**src/rtl/side_buff_ctrl.sv**
```systemverilog
// side_buff_ctrl: side-buffer FIFO controller for the deflection router.
// It takes in one deflected flit per cycle from buff_eject. It reinjects the
// head flit into the lowest-index free input slot of the next router cycle.
// Optional feature macro: SIDE_BUFF_REDIRECT_EN. When it is defined, a
// starvation FSM forces a pop onto a rotating slot after REDIR_THRESH cycles
// during which every slot is busy. When it is undefined, redirect_req is
// tied low and pops happen only when a slot is free.
module side_buff_ctrl #(
  parameter int FLIT_W       = 11,
  parameter int DEPTH        = 4,
  parameter int REDIR_THRESH = 8
) (
  input  logic                     clk,
  input  logic                     rst_n,
  input  logic                     buf_in_vld,
  input  logic [FLIT_W-1:0]        buf_in_flit,
  input  logic [3:0]               slot_busy,
  output logic                     buf_accept,
  output logic                     reinj_vld,
  output logic [FLIT_W-1:0]        reinj_flit,
  output logic [1:0]               reinj_port,
  output logic                     redirect_req,
  output logic [$clog2(DEPTH):0]   count,
  output logic                     full,
  output logic                     empty
);

  localparam int AW = $clog2(DEPTH);
  localparam int CW = AW + 1;

  // Reject illegal configurations at elaboration time.
  if (DEPTH < 2 || (DEPTH & (DEPTH - 1)) != 0) begin : g_bad_depth
    $error("side_buff_ctrl: DEPTH must be a power of two >= 2");
  end
  if (REDIR_THRESH < 1 || REDIR_THRESH > 255) begin : g_bad_thresh
    $error("side_buff_ctrl: REDIR_THRESH must be in 1..255");
  end

  logic [FLIT_W-1:0] mem [DEPTH];
  logic [AW-1:0]     wr_ptr_reg;
  logic [AW-1:0]     rd_ptr_reg;
  logic [CW-1:0]     count_reg;
  logic              reinj_vld_reg;
  logic [FLIT_W-1:0] reinj_flit_reg;
  logic [1:0]        reinj_port_reg;

  logic              all_busy;
  logic              redir_fire;
  logic              forced_pop;
  logic [1:0]        redir_ptr;
  logic              pop_now;
  logic              push;
  logic [3:0]        first_free;
  logic [3:0]        lower_free;
  logic [1:0]        pick_port;
  logic [1:0]        pop_port;

  assign all_busy = &slot_busy;
  assign full     = (count_reg == CW'(DEPTH));
  assign empty    = (count_reg == '0);

  // Free-slot pick: one-hot of the lowest-index idle slot (east first).
  assign lower_free[0] = 1'b0;
  for (genvar gi = 0; gi < 3; gi++) begin : g_lower
    assign lower_free[gi+1] = lower_free[gi] | ~slot_busy[gi];
  end
  for (genvar gi = 0; gi < 4; gi++) begin : g_first
    assign first_free[gi] = ~slot_busy[gi] & ~lower_free[gi];
  end
  assign pick_port = {first_free[3] | first_free[2], first_free[3] | first_free[1]};

  assign pop_now    = !empty && (!all_busy || redir_fire);
  assign buf_accept = !full || pop_now;
  assign push       = buf_in_vld && buf_accept;
  // A forced pop happens only when the FIRE cycle still sees all slots busy.
  // If a slot has just freed up, the normal pick is used.
  assign forced_pop = redir_fire && all_busy;
  assign pop_port   = forced_pop ? redir_ptr : pick_port;

`ifdef SIDE_BUFF_REDIRECT_EN
  localparam logic [1:0] ST_IDLE = 2'd0;
  localparam logic [1:0] ST_WAIT = 2'd1;
  localparam logic [1:0] ST_FIRE = 2'd2;

  logic [1:0] state_reg, state_next;
  logic [7:0] starve_cnt_reg, starve_cnt_next;
  logic [1:0] redir_ptr_reg;
  logic       redirect_req_reg;
  logic       starving;
  logic [7:0] starve_cnt_inc;

  assign starving       = !empty && all_busy;
  assign starve_cnt_inc = starve_cnt_reg + 8'd1;
  assign redir_fire     = (state_reg == ST_FIRE);
  assign redir_ptr      = redir_ptr_reg;
  assign redirect_req   = redirect_req_reg;

  // Starvation FSM next-state: count all-busy cycles, fire once at threshold.
  always_comb begin
    state_next      = state_reg;
    starve_cnt_next = starve_cnt_reg;
    case (state_reg)
      ST_IDLE: begin
        starve_cnt_next = 8'd0;
        if (starving) begin
          state_next = (REDIR_THRESH == 1) ? ST_FIRE : ST_WAIT;
        end
      end
      ST_WAIT: begin
        if (!starving) begin
          state_next      = ST_IDLE;
          starve_cnt_next = 8'd0;
        end else begin
          starve_cnt_next = starve_cnt_inc;
          if (starve_cnt_inc >= 8'(REDIR_THRESH - 1)) begin
            state_next = ST_FIRE;
          end
        end
      end
      ST_FIRE: begin
        state_next      = ST_IDLE;
        starve_cnt_next = 8'd0;
      end
      default: begin
        state_next      = ST_IDLE;
        starve_cnt_next = 8'd0;
      end
    endcase
  end

  // Starvation state, redirect pointer rotation and redirect strobe.
  always_ff @(posedge clk) begin
    if (!rst_n) begin
      state_reg        <= ST_IDLE;
      starve_cnt_reg   <= 8'd0;
      redir_ptr_reg    <= 2'd0;
      redirect_req_reg <= 1'b0;
    end else begin
      state_reg        <= state_next;
      starve_cnt_reg   <= starve_cnt_next;
      redirect_req_reg <= forced_pop && !empty;
      if (forced_pop && !empty) begin
        redir_ptr_reg <= redir_ptr_reg + 2'd1;
      end
    end
  end
`else
  assign redir_fire   = 1'b0;
  assign redir_ptr    = 2'd0;
  assign redirect_req = 1'b0;
`endif

  // Storage write port; contents are never reset, the pointers define validity.
  always_ff @(posedge clk) begin
    if (rst_n && push) begin
      mem[wr_ptr_reg] <= buf_in_flit;
    end
  end

  // Pointers, occupancy and the registered reinjection outputs.
  always_ff @(posedge clk) begin
    if (!rst_n) begin
      wr_ptr_reg     <= '0;
      rd_ptr_reg     <= '0;
      count_reg      <= '0;
      reinj_vld_reg  <= 1'b0;
      reinj_flit_reg <= '0;
      reinj_port_reg <= 2'd0;
    end else begin
      if (push) begin
        wr_ptr_reg <= wr_ptr_reg + AW'(1);
      end
      if (pop_now) begin
        rd_ptr_reg     <= rd_ptr_reg + AW'(1);
        reinj_flit_reg <= mem[rd_ptr_reg];
        reinj_port_reg <= pop_port;
        reinj_vld_reg  <= 1'b1;
      end else begin
        reinj_vld_reg <= 1'b0;
      end
      count_reg <= count_reg + CW'(push) - CW'(pop_now);
    end
  end

  assign count      = count_reg;
  assign reinj_vld  = reinj_vld_reg;
  assign reinj_flit = reinj_flit_reg;
  assign reinj_port = reinj_port_reg;

endmodule
```
**config.mk**
```make
export PLATFORM = sky130hd
export DESIGN_NAME = side_buff_ctrl
export DESIGN_NICKNAME = d
export VERILOG_FILES = /design/src/rtl/side_buff_ctrl.sv
export SDC_FILE = /design/constraint.sdc
export NUM_CORES = 1
export LEC_CHECK = 0
export CAP_MARGIN = 20
export CELL_PAD_IN_SITES_DETAIL_PLACEMENT = 1
export CELL_PAD_IN_SITES_GLOBAL_PLACEMENT = 2
export CORE_ASPECT_RATIO = 0.9
export CORE_UTILIZATION = 34
export DETAILED_ROUTE_END_ITERATION = 10
export GPL_TIMING_DRIVEN = 0
export PLACE_DENSITY = 0.79
export SYNTH_ARGS = -nofsm -noshare
export SYNTH_HDL_FRONTEND = slang
export SYNTH_SLANG_ARGS = --single-unit
```
**constraint.sdc**
```tcl
create_clock -name clk -period 2.6 [get_ports clk]
set_clock_uncertainty 0.05 [all_clocks]
set_input_delay 0.78 -clock clk [delete_from_list [all_inputs] [get_ports clk]]
set_output_delay 0.78 -clock clk [all_outputs]
set_load 0.01 [all_outputs]
```
==> run metrics <==
Hold WC Path Type=flip-flop to flip-flop; leading area contributor after synthesis=edfxtp_1; Yosys reg bits=65; critical path fanouts, max=5; CP Capture Type=flip-flop; Die Y=84.3 µm; clk slew on worst S/H paths=0.07 ns; final worst slack=0.0816 ns; clk_lat worst skew=0.33 ns; fill count=712; placed cell area=3050 µm²; Setup TNS=0 ns; Worst path slowest cell=fa_1; reg2reg path depth=9; Ys Warns=0; RR Startpoint=count[1]; FP Rows=29; H-tree Lvls=3; vias in the first global route=1,544; syn_area_per_cell=16.0 µm²; fin crit share=96.9%; Hold Slack=0.411 ns; minimum clock period=2.52 ns; CP Launch Type=input port; Leakage=1.13 nW; GR Overflow Total=0; RSZ-0062 raised after global routing=false; port bufs=37; Area Growth Syn to Fin=27.8%; full die area=7880 µm²; register area share after synthesis=68.1%; post-DP HPWL=3340 µm; critical path data arrival time=2.70 ns; share of layout cells above drive strength 1=18.2%; initial antenna violation count=0; Synth Net Count=184; Core Region=7150 µm²; DIE WIDTH=93.4 µm; Final setup viols=0; Initial Util=35.8%; All-Layer GR Usage=14.1%; final wirelength=4900 µm; Clock Root Buffer=clkbuf_8; Core Util, Final=45.7%; DRC Markers=0; Worst Setup EP=count[2]; antenna cells=0; deepest clock path buffer count=2; mean routed wirelength per cell=16.0 µm; multi-input gate area in the final layout=757 µm²; Post-CTS Hold Fix Bufs=0; Cell variety after synth=34; Worst path max stage delay=0.38 ns; DR iter-0 viols=19; CTS buffer count=9; ranking of synthesized cells by area=edfxtp_1 (52%), dfxtp_1 (16%), mux4_2 (9.7%); Slew headroom=59.1%; max reg flops=44; Vias=1,486; Final Hold Fails=0; RR Endpoint=count[2]; fin. max-slew vios=0; Final Cell Area=3270 µm²; first-pass GRT wire length=8030 µm; Crit path required time=2.78 ns; DR vias/cell=4.84; Synth top area share=51.6%; Setup crit start=slot_busy[2]; DRT Pass-1 Iters=4; CTS sink cnt=65; max cap viols=0; Peak supply drop=0.000296 V; R2R Setup Slk=0.19 ns; Register Area=1740 µm²; Placer Congestion=0.650; Setup CP Type=input port to flip-flop; boundary pin count=39; PwrDens=978 nW/µm²; Post-DRT Antenna Nets=0; largest net degree at the start of global routing=12; CTS tree=built; pre-CTS setup slack=-0.692 ns; Post-Syn Area=2560 µm²; Critical Path, Cell by Cell=dlygate4sd2_1, and4_1, buf_6, mux2i_1, a21bo_1, ha_1, fa_1, xor2_1, xnor2_1, and2_1; Post-layout nets=233; status=finished clean; Tightest Pin Transition=0.614 ns; Gate Count Post-Synth=160; maximum clock frequency=397 MHz
cell families (layout without fill, tap and decap cells):
logic type      count (synthesis)  count (layout)  synth area share, %
other cells                     1               1                0.147
compound gates                 22              22                 6.45
mux                            14              14                 10.9
xor+xnor                        2               2                0.685
flops                          65              65                 68.1
simple gates                   35              35                 7.82
buf+inv                        15              69                 2.74
fa+ha+maj                       6               6                 3.23
cells in the mapped netlist, drive strengths merged:
| master | instances |
|---|---|
| buf | 5 |
| nand2 | 17 |
| xnor2 | 1 |
| o2bb2ai | 11 |
| ha | 5 |
| a21boi | 1 |
| inv | 7 |
| mux2i | 3 |
| and2 | 3 |
| or3 | 2 |
| dfxtp | 21 |
| o31ai | 1 |
| conb | 1 |
| nand4 | 1 |
| nor3 | 2 |
| o2111ai | 1 |
| nand3 | 1 |
| nor2 | 1 |
| a21oi | 5 |
| mux4 | 11 |
| clkbuf | 3 |
| or4 | 1 |
| fa | 1 |
| nor2b | 1 |
| xor2 | 1 |
| edfxtp | 44 |
| o21ai | 2 |
| a21bo | 1 |
| nor3b | 1 |
| and4 | 5 |
per-stage QoR:
step                      power, W  cells
after global placement     0.00233    290
after detailed placement   0.00235    290
after floorplan            0.00193    160
after global routing       0.00339    307
final                      0.00320    307
after CTS                  0.00325    307
critical path: cells and delay by family:
kind                     cells  cell delay, ns
AO/OA/AOI/OAI                1            0.20
AND/OR/NAND/NOR              2            0.37
multiplexers                 1            0.11
adder cells (fa/ha/maj)      2            0.57
buffers and inverters        2            0.39
XOR/XNOR                     2            0.28
report_power, final:
part / switching, W / internal, W / leakage, nW
clock network: 0.000365 / 0.000530 / 0.106
logic: 0.000430 / 0.000527 / 0.451
registers: 0.0000931 / 0.00125 / 0.573
cells in the final DEF, fill, tap and decap left out, drive strengths merged, types with 2 or more instances in the layout:
master         count
a21oi              5
and2               3
and4               5
buf                7
bufinv             2
clkbuf            12
clkdlybuf4s50     30
clkinv             5
dfxtp             21
dlygate4sd2        5
edfxtp            44
ha                 5
inv                7
mux2i              3
mux4              11
nand2             17
nor3               2
o21ai              2
o2bb2ai           11
or3                2
layer usage:
layer | global-route usage, % | vias up | wire length [µm]
met2 | 22.5 | 25 | 2500
met3 | 4.35 | 8 | 154
met1 | 17.5 | 742 | 2160
li1 | - | 711 | -
met4 | 6.71 | 0 | 87
met5 | 0 | - | 0
final cells by class:
cell class,count,area share (%)
sequential,65,53.3
timing repair buffer,38,11.3
multi-input combinational,80,23.2
buffer,8,1.45
clock inverter,7,2.60
tap,93,3.56
clock buffer,9,3.79
inverter,7,0.880
how the worst min path moves through the flow:
stage,endpoint,slack [ns],from,cells after the start
2_1_floorplan,wr_ptr_reg[1],0.42,wr_ptr_reg[1],2
3_3_place_gp,reinj_flit[6],0.40,reinj_flit[6],2
3_5_place_dp,reinj_flit[4],0.41,reinj_flit[4],2
4_1_cts,reinj_flit[4],0.41,reinj_flit[4],2
5_1_grt,reinj_flit[4],0.43,reinj_flit[4],2
6_report,reinj_flit[4],0.41,reinj_flit[4],2
repair_timing:
action                                  CTS  global route
endpoints found under the setup margin   15            12
gates resized for setup                  14             2
buffers inserted                          1             0
pin swaps                                 1             0
No activity file was read; power rests on OpenSTA's default activity.
